--- src/rtl/simple_xnor_pkg.sv ---
// -----------------------------------------------------------------------------
// simple_xnor_pkg
//   Shared defaults and the single-bit XNOR helper for the simple_xnor block.
//   Contents:
//     DefaultWidth - default operand/result width
//     DefaultCntW  - default width of the true-cycle counter
//     xnor3()      - ~(a ^ b ^ c) on one bit (even-parity of three inputs)
// -----------------------------------------------------------------------------
package simple_xnor_pkg;

   localparam int unsigned DefaultWidth = 1;
   localparam int unsigned DefaultCntW  = 8;

   // High when an even number (0 or 2) of the three inputs are set.
   function automatic logic xnor3(input logic a, input logic b, input logic c);
      return ~(a ^ b ^ c);
   endfunction

endpackage : simple_xnor_pkg

--- src/rtl/simple_xnor_xnor3_bit.sv ---
// -----------------------------------------------------------------------------
// xnor3_bit
//   Single-bit combinational three-input XNOR cell (even-parity detector).
//   Ports:
//     a_i, b_i, c_i - operand bits
//     y_o           - ~(a_i ^ b_i ^ c_i)
// -----------------------------------------------------------------------------
module xnor3_bit
   import simple_xnor_pkg::*;
(
   input  logic a_i,
   input  logic b_i,
   input  logic c_i,
   output logic y_o
);

   assign y_o = xnor3(a_i, b_i, c_i);

endmodule : xnor3_bit

--- src/rtl/simple_xnor.sv ---
// -----------------------------------------------------------------------------
// simple_xnor
//   Bitwise three-input XNOR with a combinational result, a registered copy
//   with a one-cycle valid pulse, and a saturating count of sampled cycles
//   whose bit-0 result was true.
//   Parameters:
//     WIDTH - width of a, b, c, result and result_q
//     CNT_W - width of true_cnt
//   Ports:
//     clk       - clock, all state updates on the rising edge
//     rst       - synchronous active-high reset
//     a, b, c   - operands
//     result    - combinational ~(a ^ b ^ c), per bit
//     in_valid  - sample a/b/c this cycle
//     result_q  - registered result of the last sampled inputs
//     out_valid - one-cycle pulse: result_q holds a fresh sample
//     true_cnt  - sampled cycles with result[0] == 1, saturating
// -----------------------------------------------------------------------------
module simple_xnor
   import simple_xnor_pkg::*;
#(
   parameter int unsigned WIDTH = DefaultWidth,
   parameter int unsigned CNT_W = DefaultCntW
) (
   input  logic             clk,
   input  logic             rst,
   input  logic [WIDTH-1:0] a,
   input  logic [WIDTH-1:0] b,
   input  logic [WIDTH-1:0] c,
   output logic [WIDTH-1:0] result,
   input  logic             in_valid,
   output logic [WIDTH-1:0] result_q,
   output logic             out_valid,
   output logic [CNT_W-1:0] true_cnt
);

   // ---------------------------------------------------------------------------
   // Combinational datapath: one cell per bit
   // ---------------------------------------------------------------------------
   for (genvar gi = 0; gi < WIDTH; gi++) begin : g_bit
      xnor3_bit u_cell (
         .a_i (a[gi]),
         .b_i (b[gi]),
         .c_i (c[gi]),
         .y_o (result[gi])
      );
   end

   // ---------------------------------------------------------------------------
   // Register stage and saturating counter
   // ---------------------------------------------------------------------------
   logic [WIDTH-1:0] res_d, res_q;
   logic             valid_d, valid_q;
   logic [CNT_W-1:0] cnt_d, cnt_q;
   logic             cnt_full;

   assign cnt_full = &cnt_q;

   always_comb begin
      res_d   = res_q;
      valid_d = 1'b0;
      cnt_d   = cnt_q;
      if (in_valid) begin
         res_d   = result;
         valid_d = 1'b1;
         // Count only bit 0; stick at all-ones rather than wrap.
         if (result[0] && !cnt_full) begin
            cnt_d = cnt_q + CNT_W'(1);
         end
      end
   end

   always_ff @(posedge clk) begin
      if (rst) begin
         res_q   <= '0;
         valid_q <= 1'b0;
         cnt_q   <= '0;
      end else begin
         res_q   <= res_d;
         valid_q <= valid_d;
         cnt_q   <= cnt_d;
      end
   end

   assign result_q  = res_q;
   assign out_valid = valid_q;
   assign true_cnt  = cnt_q;

endmodule : simple_xnor

--- config.mk ---
export PLATFORM = sky130hd
export DESIGN_NAME = simple_xnor
export DESIGN_NICKNAME = d
export VERILOG_FILES = /design/src/rtl/simple_xnor_pkg.sv /design/src/rtl/simple_xnor_xnor3_bit.sv /design/src/rtl/simple_xnor.sv
export SDC_FILE = /design/constraint.sdc
export NUM_CORES = 1
export LEC_CHECK = 0
export BUFFER_PORTS_ARGS = -buffer_cell sky130_fd_sc_hd__buf_2
export CAP_MARGIN = 10
export CORE_AREA = 2 2 39 41
export DETAILED_ROUTE_END_ITERATION = 10
export DIE_AREA = 0 0 41 43
export GPL_ROUTABILITY_DRIVEN = 0
export SETUP_SLACK_MARGIN = 0.1
export SYNTH_ARGS = -nofsm -noshare
export SYNTH_HDL_FRONTEND = slang
export SYNTH_SLANG_ARGS = --single-unit
--- constraint.sdc ---
create_clock -name clk -period 2.2 [get_ports clk]
set_clock_uncertainty 0.05 [all_clocks]
set_input_delay 0.44 -clock clk [delete_from_list [all_inputs] [get_ports clk]]
set_output_delay 0.44 -clock clk [all_outputs]
set_load 0.005 [all_outputs]
* Word level (Yosys, flattened, before mapping)
Index checks and enable logic that the tools add are counted.
Word-level totals: bits in registers 10, input port bits 6, output and inout port bits 11, logic and storage cells 12
Cells by class: $add $sub $neg 1, muxes and demuxes 1, bitwise gates (word level) 3, reductions and logical operators 4
Operators with widths (number):
- 8-bit by 1-bit adder with 8-bit output (second input constant) | 1
- 8-bit AND reduction | 1
- 2-bit AND reduction | 1
- 1-bit bitwise XOR | 2
- 1-bit logical AND | 1
- 1-bit logical NOT | 1
- 1-bit 2-to-1 mux | 1
- 1-bit inverter | 1

* Depth between registers and ports, before layout
word-level depth 5, mapped depth 5, depth with buffers taken out 5

* Modules after synthesis
From an unflattened synthesis, not the netlist that was laid out.
Unflattened totals: cell total of the unflattened synthesis 47, area total of the unflattened synthesis 454.2 um^2
Modules (own cells, without submodules):
- simple_xnor | instances 1, cells an instance 46, area each 431.7 um^2
- xnor3_bit | instances 1, cells an instance 1, area each 22.5 um^2

* Worst setup path after synthesis
OpenSTA, ideal clock, no wires.
path type input-to-reg, start in b, end reg cnt_q[5], in the netlist true_cnt[5], setup time 0.123 ns, data arrival time 1.533 ns, data required time 2.027 ns, slack 0.493 ns, stages on the path 4, buffers on the path 0, cells stage by stage xnor3_2 > nand3_2 > nor3_1 > mux2_1
On the way: word-level cells in the longest chain between the ends 5
RTL lines:
- start, declared | RTL line simple_xnor.sv:28 | input logic [WIDTH-1:0] b,
- 1-bit bitwise XOR (2 in a row) | RTL line simple_xnor_pkg.sv:16 | return ~(a ^ b ^ c);
- 1-bit inverter | RTL line simple_xnor_pkg.sv:16
- 1-bit logical AND | RTL line simple_xnor.sv:67 | if (result[0] && !cnt_full) begin
- 2-bit AND reduction (no source line)
- end signal, assigned | RTL line simple_xnor.sv:81 | cnt_q <= cnt_d;
- end, declared | RTL line simple_xnor.sv:54 | logic [CNT_W-1:0] cnt_d, cnt_q;
Every way passes these cells. A chain may end at the register's enable or synchronous reset.

* Worst setup path in the final report
start in b, end out result
On the way: word-level cells in the longest chain between the ends 3
RTL lines:
- 1-bit bitwise XOR (2 in a row) | RTL line simple_xnor_pkg.sv:16
- 1-bit inverter | RTL line simple_xnor_pkg.sv:16
- end, declared | RTL line simple_xnor.sv:30 | output logic [WIDTH-1:0] result,
Every way passes these cells.

==> results by group <==
Worst setup path
  – Type of the worst setup path: in -> out
  – Startpoint types: primary input
  – CP max-delay cell: xnor3_2
  – Max incr delay on CP: 0.47 ns
  – Worst path depth: 3
  – CP startpoint: b
  – WP data required: between 1.5 and 2 ns
  – CP bufs+invs: 2
  – Worst setup EP type: output pin
  – Critical path peak fanout: 6
  – CP cell instances: buf_2 > xnor3_2 > buf_2
  – Critical path's top delay family: XOR/XNOR gates
  – R2r worst-path depth: 5
  – Critical path arrival: around 1.2 ns
  – Reg2reg setup slack: roughly 0.69 ns
  – CP Capture Point: result
  – Most frequent CP cell: buf_2
  – R2R Path End: true_cnt[1]
  – Reg2reg start: true_cnt[0]

Clocking
  – Num CTS Buffers: 3
  – Hold-fix buffers at CTS: 0
  – Clk sink count: 10
  – Clk buf depth: 2
  – Clk Latency, worst-skew pair: 0.27 ns
  – CTS tree: yes
  – PostCTS Resize Cnt: 0
  – CTS root buf: clkbuf_4
  – Clock transition at the registers of the reported paths: 0.07 ns
  – Total number of H-tree levels: 1
  – Setup bufs post-CTS: 0

Cells and area
  – Filler cells: between 100 and 150
  – Core Util, Final: roughly 45%
  – Ant diodes: 0
  – Fin nets: 80
  – Layout area overhead: 27.11%
  – Share of layout cells above drive strength 1: a little under a third
  – Final cell count without fillers: between 80 and 90
  – Multi-input combinational cell area: around 280 um2
  – Reg area: roughly 200 um2

STA
  – Final setup fails: 0
  – Final hold vios: 0
  – Final min period: 1.640 ns
  – RSZ-0062 raised after global routing: false
  – Worst Max-Slew Pin Slew: about 0.32 ns
  – Fin crit share: between 70% and 80%
  – Max Clock Freq: between 600 and 700 MHz
  – Final slew viol count: 0
  – Worst relative slew slack: about four fifths
  – Setup TNS: 0 ns
  – Hold WS: 0.4269 ns

GRT
  – Largest net degree at the start of global routing: 12
  – Tot GR Track Use: roughly 12%
  – First-pass GRT wire length: 1.400 mm
  – GRT overflow: 0
  – Vias in the first global route: 340
  – Initial antenna violation count: 0

Logic synthesis
  – Sequential area share after synthesis: between 40 and 50%
  – Syn Area/Cell: 9.231 um2
  – Post-synthesis cell type count: 27
  – Post-Syn Area: 489.2 um2
  – Seq cells post-synth: 10
  – Cell count after synthesis: 53
  – Ys Warns: 0
  – Post-Syn Nets: 60

Place
  – Placed Cells: 84
  – HPWL Detailed: a little under 700 um
  – I/O Buffers: 16

Floorplanning
  – Starting density of the core: 35.35%
  – Core ar.: around 1400 um2
  – Row cnt: 14
  – Ports: 17
  – Die ar.: 1763 um2
  – Die Wd: about 41 um
  – Die Span Y: 43 um

Routing
  – DR pass1 iterations: 3
  – DR vias: approximately 440
  – 1st-iter DRT viols: 8
  – DR WL/cell: between 10 and 15 um
  – Final wirelength: ~930 um
  – Detail-routed via count per cell: approximately 5.0
  – Antenna viol nets, final: 0
  – Post-route DRC violation count: 0

Pwr
  – Peak VDD IR: 424.4 uV
  – Flop pwr share: between 40% and 50%
  – Logic pwr share: between 10% and 20%
  – Switching Share: around a quarter
  – Internal power: about 0.31 mW
  – Clock power share: between 40% and 50%
  – P per Cell Area: roughly 650 nW/um2
  – Leakage power: 0.2729 nW
  – Net load switching power: 0.09671 mW

Status
  – Status: complete, no violations

Flow run
  – Max-cap violations: 0

Worst hold path
  – Worst hold path type: in -> reg
synth_stat cells:
cell | number | area (um2)
a21oi_1 | 2 | 10.01
clkbuf_1 | 1 | 3.750
nor3_1 | 3 | 15.01
nand4_4 | 1 | 21.27
a211oi_1 | 2 | 15.01
ha_1 | 1 | 12.51
or2_0 | 1 | 6.260
xnor3_2 | 1 | 23.77
nor2_1 | 7 | 26.28
nor4_1 | 1 | 6.260
nand4_1 | 1 | 6.260
o21ai_1 | 1 | 5.000
o211ai_1 | 1 | 7.510
or3_1 | 2 | 12.51
nand2_1 | 2 | 7.510
inv_1 | 2 | 7.510
mux2i_1 | 2 | 20.02
a31oi_1 | 1 | 6.260
nor2b_1 | 2 | 12.51
xor2_1 | 1 | 8.760
dfxtp_1 | 10 | 200.2
nand3_1 | 2 | 10.01
and3_1 | 1 | 6.260
nand3_2 | 1 | 10.01
mux2_1 | 1 | 11.26
o21a_1 | 1 | 7.510
o21ai_0 | 2 | 10.01
power groups by stage:
stage | Clock [mW] | Combinational (mW) | Sequential [mW]
2_1_floorplan | 0 | 0.0264 | 0.197
3_3_place_gp | 0 | 0.0449 | 0.196
3_5_place_dp | 0 | 0.0454 | 0.196
4_1_cts | 0.174 | 0.0456 | 0.192
5_1_grt | 0.180 | 0.0502 | 0.193
6_report | 0.170 | 0.0449 | 0.192
worst min path at each step:
stage	startpoint	to	slack (ns)	cells after the start
finish	rst	true_cnt[3]	0.43	2
CTS	rst	true_cnt[3]	0.43	2
global route	rst	true_cnt[3]	0.45	2
detailed placement	true_cnt[6]	true_cnt[6]	0.45	2
floorplan	true_cnt[6]	true_cnt[6]	0.43	2
global placement	result_q	result_q	0.42	2
stage by stage:
stage	setup WS, ns	area (um2)	power (mW)
after floorplan	0.4934	489.2	0.2235
after global placement	0.3640	585.6	0.2410
after detailed placement	0.3385	585.6	0.2419
after CTS	0.5574	621.8	0.4119
after global routing	0.5366	621.8	0.4234
final	0.5603	621.8	0.4070
cell usage in the layout, fill, tap and decap left out, types with 2 or more instances in the layout:
master     n
buf_2     16
dfxtp_1   10
nor2_1     7
nor3_1     3
clkbuf_4   3
inv_1      2
nand3_1    2
a211oi_1   2
nor2b_1    2
nand2_1    2
mux2i_1    2
o21ai_0    2
or3_1      2
a21oi_1    2
kinds of logic after synthesis:
family	after synthesis	synth area share, %
AOI/OAI and AO/OA	10	12.53
buffers and inverters	3	2.302
DFF	10	40.92
muxes	3	6.394
and+or+nand+nor	24	28.65
xor gates and xnor gates	2	6.649
adders and majority gates	1	2.557
routing by layer:
metal / vias up / track usage [%] / wire length [um] / part of all wire, %
li1: 233 / - / - / -
met1: 199 / 15.53 / 448 / 48
met2: 5 / 15.94 / 425 / 46
met3: 2 / 3.141 / 31 / 3.4
met4: 0 / 10.00 / 19 / 2.1
met5: - / 0 / 0 / 0
sequential cells by signal, indices dropped and copies added, names as in the netlist:
register   cells
true_cnt       8
result_q       1
out_valid      1
area by class of cell:
type	count	area share [%]
tap	16	3.219
timing repair buffer	16	12.88
clock buffer	4	5.835
inverter	2	1.207
multi-input combinational	40	44.67
sequential	10	32.19
worst register-to-register path, cell delays in order (launching register included):
cell and delay, ns:
dfxtp_1 0.38, ha_1 0.30, nand3_1 0.11, o211ai_1 0.30
mux2i_1 0.22, nor2_1 0.05
Power figures use the tool's default switching activity.
